===== src/rtl/fft_demux4_complex.sv =====
// rtl/fft_demux4_complex.sv - serial-to-parallel 4-lane complex sample distributor
// Collects four complex samples into lanes A..D and presents them as one group.
module fft_demux4_complex #(
    parameter int WORD_SIZE = 16
) (
    input  logic                 clk_i,
    input  logic                 rst_i,
    input  logic                 in_valid_i,
    output logic                 in_ready_o,
    input  logic                 in_sof_i,
    input  logic [WORD_SIZE-1:0] in_re_i,
    input  logic [WORD_SIZE-1:0] in_im_i,
    output logic                 out_valid_o,
    input  logic                 out_ready_i,
    output logic [WORD_SIZE-1:0] out_a_re_o,
    output logic [WORD_SIZE-1:0] out_a_im_o,
    output logic [WORD_SIZE-1:0] out_b_re_o,
    output logic [WORD_SIZE-1:0] out_b_im_o,
    output logic [WORD_SIZE-1:0] out_c_re_o,
    output logic [WORD_SIZE-1:0] out_c_im_o,
    output logic [WORD_SIZE-1:0] out_d_re_o,
    output logic [WORD_SIZE-1:0] out_d_im_o,
    output logic [1:0]           lane_idx_o,
    output logic                 err_drop_o
);

    typedef enum logic {
        FILL = 1'b0,
        HOLD = 1'b1
    } state_t;

    state_t               state_q, state_d;
    logic [1:0]           lane_idx_q, lane_idx_d;
    logic                 err_drop_q, err_drop_d;
    logic [WORD_SIZE-1:0] lane_re_q [4];
    logic [WORD_SIZE-1:0] lane_im_q [4];
    logic [WORD_SIZE-1:0] lane_re_d [4];
    logic [WORD_SIZE-1:0] lane_im_d [4];

    logic       accept;
    logic [1:0] target;

    // In HOLD the input is only open while the group is being consumed this cycle.
    assign in_ready_o = (state_q == FILL) || out_ready_i;
    assign accept     = in_valid_i && in_ready_o;
    assign target     = in_sof_i ? 2'd0 : lane_idx_q;

    always_comb begin
        state_d    = state_q;
        lane_idx_d = lane_idx_q;
        err_drop_d = 1'b0;
        for (int i = 0; i < 4; i++) begin
            lane_re_d[i] = lane_re_q[i];
            lane_im_d[i] = lane_im_q[i];
        end

        if (accept) begin
            lane_re_d[target] = in_re_i;
            lane_im_d[target] = in_im_i;
        end

        case (state_q)
            FILL: begin
                if (accept) begin
                    lane_idx_d = target + 2'd1;
                    err_drop_d = in_sof_i && (lane_idx_q != 2'd0);
                    if (target == 2'd3) begin
                        state_d = HOLD;
                    end
                end
            end
            HOLD: begin
                // lane_idx has already wrapped to 0, so an accept here always targets lane A.
                if (out_ready_i) begin
                    state_d    = FILL;
                    lane_idx_d = accept ? 2'd1 : 2'd0;
                end
            end
            default: begin
                state_d    = FILL;
                lane_idx_d = 2'd0;
            end
        endcase
    end

    always_ff @(posedge clk_i or posedge rst_i) begin
        if (rst_i) begin
            state_q    <= FILL;
            lane_idx_q <= 2'd0;
            err_drop_q <= 1'b0;
            for (int i = 0; i < 4; i++) begin
                lane_re_q[i] <= '0;
                lane_im_q[i] <= '0;
            end
        end else begin
            state_q    <= state_d;
            lane_idx_q <= lane_idx_d;
            err_drop_q <= err_drop_d;
            for (int i = 0; i < 4; i++) begin
                lane_re_q[i] <= lane_re_d[i];
                lane_im_q[i] <= lane_im_d[i];
            end
        end
    end

    assign out_valid_o = (state_q == HOLD);
    assign lane_idx_o  = lane_idx_q;
    assign err_drop_o  = err_drop_q;
    assign out_a_re_o  = lane_re_q[0];
    assign out_a_im_o  = lane_im_q[0];
    assign out_b_re_o  = lane_re_q[1];
    assign out_b_im_o  = lane_im_q[1];
    assign out_c_re_o  = lane_re_q[2];
    assign out_c_im_o  = lane_im_q[2];
    assign out_d_re_o  = lane_re_q[3];
    assign out_d_im_o  = lane_im_q[3];

endmodule

===== config.mk =====
export PLATFORM = sky130hd
export DESIGN_NAME = fft_demux4_complex
export DESIGN_NICKNAME = d
export VERILOG_FILES = /design/src/rtl/fft_demux4_complex.sv
export SDC_FILE = /design/constraint.sdc
export NUM_CORES = 1
export LEC_CHECK = 0
export BUFFER_PORTS_ARGS = -buffer_cell sky130_fd_sc_hd__clkbuf_2
export CAP_MARGIN = 20
export CORE_MARGIN = 10
export CORE_UTILIZATION = 30
export CTS_CLUSTER_DIAMETER = 50
export DETAILED_ROUTE_END_ITERATION = 10
export SETUP_SLACK_MARGIN = 0.3
export SYNTH_ARGS = -nofsm -noshare
export SYNTH_HDL_FRONTEND = slang
export SYNTH_SLANG_ARGS = --single-unit

===== constraint.sdc =====
create_clock -name clk_i -period 5.3 [get_ports clk_i]
set_input_delay 0.795 -clock clk_i [delete_from_list [all_inputs] [get_ports clk_i]]
set_output_delay 0.795 -clock clk_i [all_outputs]
set_load 0.02 [all_outputs]

==> impl_results.md <==
* Count leader, synth: dfrtp_1
* Layout area overhead at 32.9%
* WP data required at around 5.6 ns
* Die height at between 150 and 200 um
* Final max-slew violation count at 0
* Crit-path cells: clkbuf_2 -> nand3b_2 -> or3_2 -> buf_4 -> mux2_4
* Total global-route track usage at about 12%
* # diodes at 0
* DRT iter0 DRCs at about 130
* Status: completed
* Post-synth EDFFs at 0
* Pwr per Cell Area at around 690 mW/mm2
* H-tree Lvls at 4
* Syn_nets at approximately 330
* Fin. Hold Viols at 0
* Post-synth top area cell: dfrtp_1
* Routed Antenna Nets at 0
* Hold Crit Class: primary input to asynchronous set/reset pin
* Synth Warn # at 0
* Dpl cells at around 680
* I/O pins at between 150 and 200
* Max VDD drop at approximately 0.28 mV
* PostCTS Resize Cnt at 0
* Worst EP arrival at roughly 2.6 ns
* Syn Area/Cell at 17.3 um2
* Top post-synthesis cells by count: dfrtp_1 (132), mux2_2 (96), mux2_4 (30), buf_2 (7)
* First-pass DRT Iterations at 4
* Max clock buf depth at 2
* Largest family of logic cells by synthesized area: multiplexers
* Fraction of layout cells with a size suffix above 1 at 68.9%
* Post-Synth Adder-Cell Area at 0%
* Largest net degree at the start of global routing at between 50 and 60
* Number of global-route vias before repair at between 3000 and 4000
* Max-cap violations at 0
* CP Class: primary input to flip-flop
* Max-slew headroom at between 50 and 60%
* Post-layout min period at roughly 2.3 ns
* DR vias at between 3000 and 4000
* Row Count at between 40 and 50
* Total grt overflow at 0
* CP delay by family, top: simple AND/OR/NAND/NOR gates
* Setup WS pre-CTS at approximately 2.5 ns
* CP Capture Type: flip-flop
* DRC viols at 0
* Post-synth top area share at between 60% and 70%
* Mean routed wirelength per cell at between 15 and 20 um
* FF+latch area at 0.00330 mm2
* Startpoint class of the critical path: primary input
* Clock sinks at 132
* RSZ-0062 raised after global routing: false
* Antenna violations before repair at 0
* Port buffer count at roughly 170
* Final WS setup at 2.96 ns
* Final setup vio count at 0
* Synthesized flop and latch total at ~130
* Total leakage power at around 3.4 nW
* RD Place Congestion at roughly 0.71
* Vias/cell at between 4 and 5
* Cell Area, Synth at ~0.0051 mm2
* Distinct cells, synth at 24
* Clk pin slew, worst setup/hold paths at around 0.050 ns
* Register area share after synthesis at 64.9%
* Post-CTS Hold Fix Bufs at 0
* Syn Inst Count at slightly below 300
* Nets at between 500 and 600
* Clock Latency Late Sink at 0.41 ns
* Multiplexer share of the synthesized area at between 30% and 40%
* Post-Layout Inst Area at 0.00677 mm2
* Root buffer cell: clkbuf_16
* Xor/xnor share of the synthesized area at 0%
* Die area at about 0.023 mm2
* Post-Synth Simple-Gate Area at around 1.7%
* WHS at around 0.35 ns
* Core box area at ~0.017 mm2
* Worst Path Buf+Inv at 2
* Top cells by area, synth: dfrtp_1 (65%), mux2_2 (21%), mux2_4 (8.8%)
* Global-route wire length before repair at between 20000 and 25000 um
* Period utilization at approximately 44%
* Layout Cells excl Fill at approximately 700
* Max incr delay on CP at 0.74 ns
* Multi-input logic area at roughly 0.0017 mm2
* Asr flop ratio synth at 100%
* CP max-delay cell: or3_2
* Post-DP HPWL at between 9000 and 10000 um
* Width of the die at roughly 150 um
* TritonCTS buffer count at 17
* Effective utilization at floorplan at between 30% and 40%
* Max FO, Critical Path at 17
* CTS tree: yes
* DP Area at ~0.0062 mm2
* Fillers at 1570
* Post-CTS setup buffers at 0
* Worst clock skew at roughly 0.0043 ns
* Final wirelength at 13400 um
* Setup_tns at 0 ns
* Slew @ Worst Pin at 0.710 ns
* Leading register cell type out of synthesis: dfrtp_1
* Post-synthesis compound-gate area fraction at 0.615%
* Fmax at roughly 430 MHz
==> state kept, by name, summed over array words and instances, names as in the netlist <==
signal,count
out_b_re_o,16
out_d_im_o,16
out_valid_o,1
out_d_re_o,16
out_b_im_o,16
out_a_im_o,16
out_c_re_o,16
lane_idx_o,2
out_c_im_o,16
err_drop_o,1
out_a_re_o,16
==> final cells by class <==
| class | count | area share (%) |
|---|---|---|
| Clock buffer | 21 | 6.66 |
| Sequential cell | 132 | 48.8 |
| Clock inverter | 10 | 1.61 |
| Multi-Input combinational cell | 147 | 25.1 |
| Inverter | 3 | 0.203 |
| Timing Repair Buffer | 176 | 13.6 |
| Tap cell | 220 | 4.07 |
==> cell families (layout without fill, tap and decap cells) <==
group,count (synthesis),count (layout)
and+or+nand+nor,13,13
muxes,129,129
DFF,132,132
buffers and inverters,16,210
AOI/OAI and AO/OA,5,5
==> metal layers <==
| metal | GRT usage, % | routed length, um | vias to the layer above |
|---|---|---|---|
| li1 | - | - | 1414 |
| met1 | 13.2 | 5420 | 1647 |
| met2 | 20.2 | 6630 | 106 |
| met3 | 5.73 | 1190 | 13 |
| met4 | 4.23 | 146 | 0 |
| met5 | 0 | 0 | - |
==> cell usage in the layout (no fill, tap or decap), types with 2 or more instances in the layout <==
cell,Yosys,final
mux2_4,30,30
mux2_2,96,96
clkbuf_1,0,3
a21oi_1,2,2
clkbuf_16,0,17
clkinv_2,0,5
bufinv_16,0,2
mux2_1,2,2
clkbuf_2,0,169
clkinvlp_4,0,2
buf_4,3,6
or3_1,3,2
dfrtp_1,132,132
==> through the flow <==
step	power [mW]	utilization [%]
6_report	4.65	40.8
3_3_place_gp	3.54	37.3
2_1_floorplan	2.87	-
3_5_place_dp	3.59	37.3
5_1_grt	4.92	40.8
4_1_cts	4.73	40.6
==> power by group <==
group          leakage, nW  internal, mW  switching, mW
Sequential            1.59          1.47          0.269
Clock                0.272         0.697          0.417
Combinational         1.51         0.760           1.04
Total                 3.37          2.92           1.73
==> path summary, 6_finish.rpt <==
kind                                from        endpoint  slack (ns)  depth (start not counted)
max                             in_sof_i   out_d_re_o[5]        2.96                          5
min                                rst_i  out_c_re_o[14]        0.35                          2
max reg2reg                  out_valid_o   out_d_re_o[5]        3.05                          4
min reg2reg                out_b_im_o[0]   out_b_im_o[0]        0.49                          1
max in group asynchronous          rst_i   out_d_re_o[4]        3.93                          3
min in group clk_i         out_b_im_o[0]   out_b_im_o[0]        0.49                          1
(Power assumes the default switching activity.)
